$ cat src/rtl/mips_pkg.sv
// rtl/mips_pkg.sv - shared types and constants for the EX-stage multiply/divide unit
//
// Purpose: enums for the multiply/divide opcode, the forwarding select code
// and the iterative unit's FSM state, plus the per-operation iteration count.
package mips_pkg;

  typedef enum logic [1:0] {
    OP_MULT  = 2'b00,
    OP_MULTU = 2'b01,
    OP_DIV   = 2'b10,
    OP_DIVU  = 2'b11
  } muldiv_op_t;

  typedef enum logic [1:0] {
    FW_IDEX = 2'b00,
    FW_WB   = 2'b01,
    FW_MEM  = 2'b10
  } fw_src_t;

  typedef enum logic [1:0] {
    ST_IDLE = 2'b00,
    ST_ITER = 2'b01,
    ST_FIX  = 2'b10
  } md_state_t;

  localparam int unsigned MD_ITERS = 32;

endpackage

$ cat src/rtl/fw_operand_mux.sv
// rtl/fw_operand_mux.sv - forwarding operand select for one multiply/divide operand
//
// Purpose: picks the operand from ID/EX, MEM/WB or EX/MEM. The unused
// select code falls back to the register-file value.
// Ports:
//   i_sel         forwarding select code
//   i_id_ex       register-file operand
//   i_mem_wb      MEM/WB forwarded result
//   i_ex_mem      EX/MEM forwarded result
//   o_operand     selected operand
module fw_operand_mux
  import mips_pkg::*;
#(
  parameter int WIDTH = 32
) (
  input  fw_src_t           i_sel,
  input  logic [WIDTH-1:0]  i_id_ex,
  input  logic [WIDTH-1:0]  i_mem_wb,
  input  logic [WIDTH-1:0]  i_ex_mem,
  output logic [WIDTH-1:0]  o_operand
);

  always_comb begin
    o_operand = i_id_ex;
    case (i_sel)
      FW_WB:   o_operand = i_mem_wb;
      FW_MEM:  o_operand = i_ex_mem;
      default: o_operand = i_id_ex;
    endcase
  end

endmodule

$ cat src/rtl/ex_muldiv_unit.sv
// rtl/ex_muldiv_unit.sv - iterative MULT/MULTU/DIV/DIVU unit with HI/LO registers
//
// Purpose: selects forwarded operands, runs a 32-cycle shift-add multiply or
// restoring divide on magnitudes, applies sign fixup and writes HI/LO.
// Also services MTHI/MTLO. busy stalls the front of the pipe.
// Ports:
//   clk, rst                 clock, synchronous active-high reset
//   start, op                launch operation (00 MULT, 01 MULTU, 10 DIV, 11 DIVU)
//   mthi, mtlo               write operand A into HI / LO
//   flush                    abort current operation
//   fw_a_src, fw_b_src       operand forwarding selects
//   id_ex_a, id_ex_b         register-file operands
//   mem_wb_data, ex_mem_data forwarded results
//   busy, done               operation in flight / one-cycle result pulse
//   hi, lo                   architectural HI and LO
module ex_muldiv_unit
  import mips_pkg::*;
#(
  parameter int WIDTH = 32
) (
  input  logic              clk,
  input  logic              rst,
  input  logic              start,
  input  logic [1:0]        op,
  input  logic              mthi,
  input  logic              mtlo,
  input  logic              flush,
  input  logic [1:0]        fw_a_src,
  input  logic [1:0]        fw_b_src,
  input  logic [WIDTH-1:0]  id_ex_a,
  input  logic [WIDTH-1:0]  id_ex_b,
  input  logic [WIDTH-1:0]  mem_wb_data,
  input  logic [WIDTH-1:0]  ex_mem_data,
  output logic              busy,
  output logic              done,
  output logic [WIDTH-1:0]  hi,
  output logic [WIDTH-1:0]  lo
);

  localparam logic [4:0] LAST_ITER = 5'(MD_ITERS - 1);

  md_state_t          r_state, w_next;
  logic [4:0]         r_cnt;
  logic [2*WIDTH-1:0] r_acc;
  logic [WIDTH-1:0]   r_b_mag, r_a_raw, r_hi, r_lo;
  logic               r_div, r_div0, r_neg_q, r_neg_r, r_done;

  logic [WIDTH-1:0]   w_a, w_b, w_a_mag, w_b_mag;
  logic               w_signed, w_a_neg, w_b_neg;
  logic               w_accept_start, w_accept_move;
  logic [WIDTH:0]     w_add, w_trial;
  logic [2*WIDTH-1:0] w_mul_next, w_div_next, w_prod;
  logic [WIDTH-1:0]   w_quo, w_rem;

  fw_operand_mux #(.WIDTH(WIDTH)) u_mux_a (
    .i_sel     (fw_src_t'(fw_a_src)),
    .i_id_ex   (id_ex_a),
    .i_mem_wb  (mem_wb_data),
    .i_ex_mem  (ex_mem_data),
    .o_operand (w_a)
  );

  fw_operand_mux #(.WIDTH(WIDTH)) u_mux_b (
    .i_sel     (fw_src_t'(fw_b_src)),
    .i_id_ex   (id_ex_b),
    .i_mem_wb  (mem_wb_data),
    .i_ex_mem  (ex_mem_data),
    .o_operand (w_b)
  );

  // MULT and DIV have op[0]=0; unsigned variants skip sign handling.
  assign w_signed = ~op[0];
  assign w_a_neg  = w_signed & w_a[WIDTH-1];
  assign w_b_neg  = w_signed & w_b[WIDTH-1];
  assign w_a_mag  = w_a_neg ? -w_a : w_a;
  assign w_b_mag  = w_b_neg ? -w_b : w_b;

  // flush suppresses any same-cycle request; start beats a move.
  assign w_accept_start = (r_state == ST_IDLE) && start && !flush;
  assign w_accept_move  = (r_state == ST_IDLE) && !start && !flush && (mthi || mtlo);

  // Shift-add step: multiplier sits in the low half and retires from bit 0.
  assign w_add      = {1'b0, r_acc[2*WIDTH-1:WIDTH]} + (r_acc[0] ? {1'b0, r_b_mag} : '0);
  assign w_mul_next = {w_add, r_acc[WIDTH-1:1]};

  // Restoring step: partial remainder high, quotient bits shift in at bit 0.
  assign w_trial    = r_acc[2*WIDTH-1:WIDTH-1] - {1'b0, r_b_mag};
  assign w_div_next = w_trial[WIDTH] ? {r_acc[2*WIDTH-2:0], 1'b0}
                                     : {w_trial[WIDTH-1:0], r_acc[WIDTH-2:0], 1'b1};

  assign w_prod = r_neg_q ? -r_acc : r_acc;
  assign w_quo  = r_neg_q ? -r_acc[WIDTH-1:0] : r_acc[WIDTH-1:0];
  assign w_rem  = r_neg_r ? -r_acc[2*WIDTH-1:WIDTH] : r_acc[2*WIDTH-1:WIDTH];

  always_ff @(posedge clk) begin
    if (rst) r_state <= ST_IDLE;
    else     r_state <= w_next;
  end

  always_comb begin
    w_next = r_state;
    if (flush) begin
      w_next = ST_IDLE;
    end else begin
      case (r_state)
        ST_IDLE: if (start) w_next = ST_ITER;
        ST_ITER: if (r_cnt == LAST_ITER) w_next = ST_FIX;
        ST_FIX:  w_next = ST_IDLE;
        default: w_next = ST_IDLE;
      endcase
    end
  end

  always_comb begin
    busy = (r_state != ST_IDLE);
    done = r_done;
    hi   = r_hi;
    lo   = r_lo;
  end

  always_ff @(posedge clk) begin
    if (rst) begin
      r_cnt   <= '0;
      r_acc   <= '0;
      r_b_mag <= '0;
      r_a_raw <= '0;
      r_div   <= 1'b0;
      r_div0  <= 1'b0;
      r_neg_q <= 1'b0;
      r_neg_r <= 1'b0;
      r_hi    <= '0;
      r_lo    <= '0;
      r_done  <= 1'b0;
    end else begin
      r_done <= (r_state == ST_FIX) && !flush;
      if (w_accept_start) begin
        r_cnt   <= '0;
        r_acc   <= {{WIDTH{1'b0}}, w_a_mag};
        r_b_mag <= w_b_mag;
        r_a_raw <= w_a;
        r_div   <= op[1];
        r_div0  <= op[1] && (w_b == '0);
        r_neg_q <= w_a_neg ^ w_b_neg;
        r_neg_r <= w_a_neg;
      end else if (w_accept_move) begin
        if (mthi) r_hi <= w_a;
        if (mtlo) r_lo <= w_a;
      end else if (r_state == ST_ITER) begin
        r_cnt <= r_cnt + 5'd1;
        r_acc <= r_div ? w_div_next : w_mul_next;
      end else if ((r_state == ST_FIX) && !flush) begin
        if (r_div0) begin
          r_lo <= '1;
          r_hi <= r_a_raw;
        end else if (r_div) begin
          r_lo <= w_quo;
          r_hi <= w_rem;
        end else begin
          r_hi <= w_prod[2*WIDTH-1:WIDTH];
          r_lo <= w_prod[WIDTH-1:0];
        end
      end
    end
  end

endmodule

$ cat config.mk
export PLATFORM = sky130hd
export DESIGN_NAME = ex_muldiv_unit
export DESIGN_NICKNAME = d
export VERILOG_FILES = /design/src/rtl/mips_pkg.sv /design/src/rtl/fw_operand_mux.sv /design/src/rtl/ex_muldiv_unit.sv
export SDC_FILE = /design/constraint.sdc
export NUM_CORES = 1
export LEC_CHECK = 0
export CORE_MARGIN = 1
export CORE_UTILIZATION = 35
export CTS_CLUSTER_DIAMETER = 200
export CTS_CLUSTER_SIZE = 30
export DETAILED_ROUTE_END_ITERATION = 7
export GPL_TIMING_DRIVEN = 0
export PLACE_DENSITY = 0.61
export SETUP_SLACK_MARGIN = 0.15
export SYNTH_ARGS = -nofsm -noshare
export SYNTH_HDL_FRONTEND = slang
export SYNTH_HIERARCHICAL = 1
export SYNTH_SLANG_ARGS = --single-unit
$ cat constraint.sdc
create_clock -name clk -period 4 [get_ports clk]
set_input_delay 0.8 -clock clk [delete_from_list [all_inputs] [get_ports clk]]
set_output_delay 0.8 -clock clk [all_outputs]
set_load 0.02 [all_outputs]
Word-level counts from Yosys, hierarchy flattened
Index checks and enable logic that the tools add are counted.
W data, S select, Z words.

word-level totals
  register bits = 204
  word-level logic and storage cells = 90
  input bits = 140

operators by class
  add/sub/neg operators = 8
  equality and inequality tests = 13
  reduce and logical (&&, ||, !) cells = 22
  muxes and demuxes = 28
  bitwise logic cells = 6

operator list
  cell                   number
  $mux W32               20
  $mux W64               3
  $neg A32 Y32           4
  $pmux W32 S2           2
  $neg A64 Y64           1
  $add A32 B32 Y33       1
  $sub A33 B32 Y33       1
  $logic_not A32 Y1      1
  $ne A2 B2 Y1 const B   6
  $reduce_and A4 Y1      2
  $logic_and A1 B1 Y1    7
  $eq A2 B1 Y1 const B   3
  $eq A2 B2 Y1 const B   3
  $reduce_and A2 Y1      3
  $reduce_bool A2 Y1     3
  $add A5 B1 Y5 const B  1
  $eq A5 B5 Y1 const B   1
  $mux W2                2
  $pmux W2 S2            1
  $reduce_or A2 Y1       2
  $not A1 Y1             3
  $and A1 B1 Y1          2
  $logic_not A1 Y1       2
  $logic_not A2 Y1       1
  other kinds (2)        2

Longest topological paths before layout
  depth after elaboration = 7
  depth in mapped cells = 16
  mapped depth without buffers = 13

Modules after synthesis
The synthesis kept the hierarchy.

modules (own cells, without submodules)
  module          area an instance (µm²)  cells an instance  sequential area each (µm²)  instances
  ex_muldiv_unit  15569.9                 2115               4083.9                      1
  fw_operand_mux  636.9                   113                0.0                         2

Worst setup path before layout
OpenSTA, ideal clock, no wires.

  path kind = input-to-reg
  from = in fw_b_src[0]
  to = reg r_b_mag[30]
  setup slack = 544 ps
  stages = 15
  path buffers = 2
  setup time = 86 ps
  arrival time = 3370 ps
  path through = inv_1 -> ha_1 -> buf_2 -> buf_2 -> nand2_1 -> o21ai_1 -> nor3_1 -> nand2b_1 -> or4_1 -> nor3_1 -> nand2_1 -> nor2_1 -> a21oi_1 -> xnor2_1 -> a211oi_1

between the ends
  word-level cells in the longest chain between the ends = 4
  elaborated cells on any way between the ends = 6
  those cells by class = 1 x add/sub; 2 x eq/ne; 2 x mux; 1 x bitwise

ends and longest elaborated chain
  element                                       line                   source
  from (decl)                                   ex_muldiv_unit.sv:29   input logic [1:0] fw_b_src,
  $eq A2 B2 Y1 or $eq A2 B1 Y1 (tied branches)  fw_operand_mux.sv:25   case (i_sel)
  $pmux W32 S2 (*)                              fw_operand_mux.sv:25
  net w_b[6]                                    ex_muldiv_unit.sv:48   logic [WIDTH-1:0] w_a, w_b, w_a_mag, w_b_mag;
  $neg A32 Y32 (*)                              ex_muldiv_unit.sv:76   assign w_b_mag = w_b_neg ? -w_b : w_b;
  $mux W32 (*)                                  ex_muldiv_unit.sv:76
  to (signal assigned)                          ex_muldiv_unit.sv:139  r_b_mag <= w_b_mag;
  to (decl)                                     ex_muldiv_unit.sv:45   logic [WIDTH-1:0] r_b_mag, r_a_raw, r_hi, r_lo;

Mark *: on every way through the listed nets, which the timed path passes. The rest lies on a longest branch.
A chain may end at the register's enable or synchronous reset.

Final worst setup path
  from = in fw_a_src[1]
  to = reg r_acc[29]

between the ends
  word-level cells in the longest chain between the ends = 5
  elaborated cells on any way between the ends = 7
  those cells by class = 1 x add/sub; 2 x eq/ne; 3 x mux; 1 x bitwise

ends and longest elaborated chain
  element                                       line                   source
  from (decl)                                   ex_muldiv_unit.sv:28   input logic [1:0] fw_a_src,
  $eq A2 B2 Y1 or $eq A2 B1 Y1 (tied branches)  fw_operand_mux.sv:25
  $pmux W32 S2 (*)                              fw_operand_mux.sv:25
  net w_a[15]                                   ex_muldiv_unit.sv:48
  $neg A32 Y32 (*)                              ex_muldiv_unit.sv:75   assign w_a_mag = w_a_neg ? -w_a : w_a;
  $mux W32 (*)                                  ex_muldiv_unit.sv:75
  $mux W32 (*)                                  ex_muldiv_unit.sv:136  if (w_accept_start) begin
  to (signal assigned)                          ex_muldiv_unit.sv:138  r_acc <= {{WIDTH{1'b0}}, w_a_mag};
  to (signal assigned)                          ex_muldiv_unit.sv:150  r_acc <= r_div ? w_div_next : w_mul_next;
  to (decl)                                     ex_muldiv_unit.sv:44   logic [2*WIDTH-1:0] r_acc;

Marks and branches as above.

==> flow_summary.ini <==
[clock_tree]
cts.htree.levels = 1
cts_root_buf = clkbuf_16
cts_tree = yes
clock_latency_ps = 500
cts_made_buffers = 10
cts.sinks = 204
clk_pin_slew_ps = 130
ctsHoldBuffers = 0
clockBufferDepth = 3

[job]
drv_cap = 0

[power_and_ir_drop]
p_int_uw = 3462
p_seq_share_pct = 38.2
p_per_area_mw_per_mm2 = 286.8
vdd_drop_max_mv = 0.2347
combPwrFrac_pct = 40.8
power_switching_uw = 2387
power.share.clock_pct = 21.0
leakage_uw = 0.007161
switching_share_pct = 40.81

[yosys]
yosys_warnings = 6
syn_inst = 2341
synth_nets = 2557
yosysTopAreaCell = dfxtp_1
synth_edf_count = 0
syn-cell-area_mm2 = 0.01684
synth_top_cells_by_count = nand2_1, nor2_1, a21oi_1
synth_flop_cell = dfxtp_1
synth_most_common_cell = nand2_1
synth_area_per_cell_um2 = 7.195
ys_seq_area_share_pct = 24.25
synth_top_area_share_pct = 24.25
ys_ff_latch = 204
synth_cell_types = 86
synthTopCellsByArea = dfxtp_1, nand2_1, a21oi_1
async_flop_share_pct = 0

[timing]
finalMaxSlewViolations = 0
finalCritPeriodShare_pct = 97.51
skew_ps = 33.77
fin_ws_ps = 99.53
maxClockFrequency_mhz = 256.4
worst_slew_pin_slew_ps = 1225
holdWs_ps = 456.9
fin_tns_setup_ps = 0
rsz0062_at_grt = true
hold_violations = 0
relSlewSlack_pct = 17.77
fin_crit_ps = 3900
finalSetupViolations = 0

[critical_path]
cp-start-kind = primary input
critPathKind = in2reg
arrival_ps = 4330
worstPathRequired_ps = 4420
endpoint_kind = flop
crit_fanout = 10

[floorplanning]
rows = 80
die-area_mm2 = 0.04901
initial_core_util_pct = 35.35
ios = 206
die_h_um = 221.4
core_area_mm2 = 0.04765
dieWidth_um = 221.4

[global_routing]
grt_pass1_wl_mm = 117.0
track_usage_pct = 31.24
globalRouteOverflowTotal = 0
antenna_found_initial = 4
grt_pass1_vias = 18456
grt_max_degree = 31

[place]
place_ws_ps = -876.0
dpl_cell_area_mm2 = 0.01967
dpl.hpwl_mm = 64.36
port_buffers = 205
gp_congestion = 1.028

[worst_hold_path]
hp-class = reg2reg

[finish]
fin_area_mm2 = 0.02039
areaGrowthSynthToFinish_pct = 21.07
fin_nets = 2778
drive_above_1_share_pct = 6.089
fill_cells = 4991
utilization_pct = 42.80

[detailed_routing]
wire_per_inst_um = 25.07
final_antenna_net_count = 0
firstDrtPassIters = 6
num_vias = 19473
drt_iter0_drc = 1990
vias_per_cell = 6.127
totalWireLength_mm = 79.67
drc = 0

[run_status]
status = complete, no violations
what timing repair did:
| action | in CTS | in global routing |
|---|---|---|
| setup buffers | 0 | 5 |
| pin swaps | 1 | 8 |
| endpoints found under the hold margin | 0 | 0 |
| resized for setup | 40 | 77 |
| endpoints found under the setup margin | 67 | 68 |
path summary, 6_finish.rpt:
path | startpoint | end | slack (ps) | cells past startpoint
setup / recovery | fw_a_src[1] | r_acc[29]$_SDFFE_PP0P_ | 100 | 12
hold / removal | hi[26]$_SDFFE_PP0P_ | hi[26]$_SDFFE_PP0P_ | 460 | 2
setup reg to reg | r_acc[44]$_SDFFE_PP0P_ | r_acc[32]$_SDFFE_PP0P_ | 260 | 12
hold reg to reg | hi[26]$_SDFFE_PP0P_ | hi[26]$_SDFFE_PP0P_ | 460 | 2
flip-flops by register name, indices dropped and copies added (netlist names):
signal   flops
r_a_raw     32
hi          32
r_div        1
lo          32
r_acc       64
r_state      2
r_neg_q      1
r_neg_r      1
done         1
r_cnt        5
r_b_mag     32
r_div0       1
worst max-delay path: stages:
cell	delay (ps)
clkdlybuf4s50_1	450
inv_1	80
ha_1	340
buf_2	320
a22oi_1	160
o21ai_1	960
nor4_2	120
and3_2	300
nand2_1	240
o41ai_2	110
xor2_1	180
a211oi_1	250
power groups by stage:
| stage | registers, uW | logic, uW | clock network [uW] |
|---|---|---|---|
| after floorplan | 2260 | 1380 | 0 |
| after global placement | 2270 | 2240 | 0 |
| after detailed placement | 2280 | 2240 | 0 |
| after CTS | 2230 | 2270 | 1230 |
| after global routing | 2240 | 2530 | 1290 |
| final | 2240 | 2390 | 1230 |
cells by family after synthesis:
kind of cell	count (synthesis)	share of synthesized area (%)
AOI/OAI and AO/OA	825	31.65
and+or+nand+nor	771	20.86
buffers and inverters	256	6.314
DFF	204	24.25
xor gates and xnor gates	166	8.632
adders and majority gates	76	5.735
muxes	43	2.563
layer usage:
layer | track usage, % | part of all wire [%]
met5 | 0 | 0.078
met4 | 11.64 | 4.3
met3 | 4.329 | 8.1
met2 | 51.98 | 46
met1 | 40.91 | 42
cell usage in the layout, fill, tap and decap left out, drive strengths merged, types with 66 or more instances in the layout:
cell           Yosys  final
xnor2             87     87
clkdlybuf4s50      0    205
nor3              72     72
nand2            284    284
inv               66     66
nor2             229    229
xor2              79     79
ha                74     74
clkbuf           154    164
dfxtp            204    204
a22oi             73     73
o21ai            196    196
a211oi            90     90
a21oi            211    211
per-stage QoR:
step                      std cells  total power (uW)
final                          3178              5850
after global placement         3161              4512
after CTS                      3173              5738
after detailed placement       3161              4517
after floorplan                2341              3638
after global routing           3177              6066
layout make-up:
type | count | area (um^2) | share of cell area (%)
multi-input combinational | 1881 | 12070 | 59.18
sequential | 204 | 4086 | 20.04
timing repair buffer | 210 | 2090 | 10.25
buffer | 188 | 842.1 | 4.129
tap | 615 | 769.5 | 3.773
clock buffer | 11 | 275.3 | 1.350
inverter | 67 | 251.5 | 1.233
clock inverter | 1 | 8.758 | 0.04295
antenna | 1 | 2.502 | 0.01227
(Power assumes the default switching activity.)
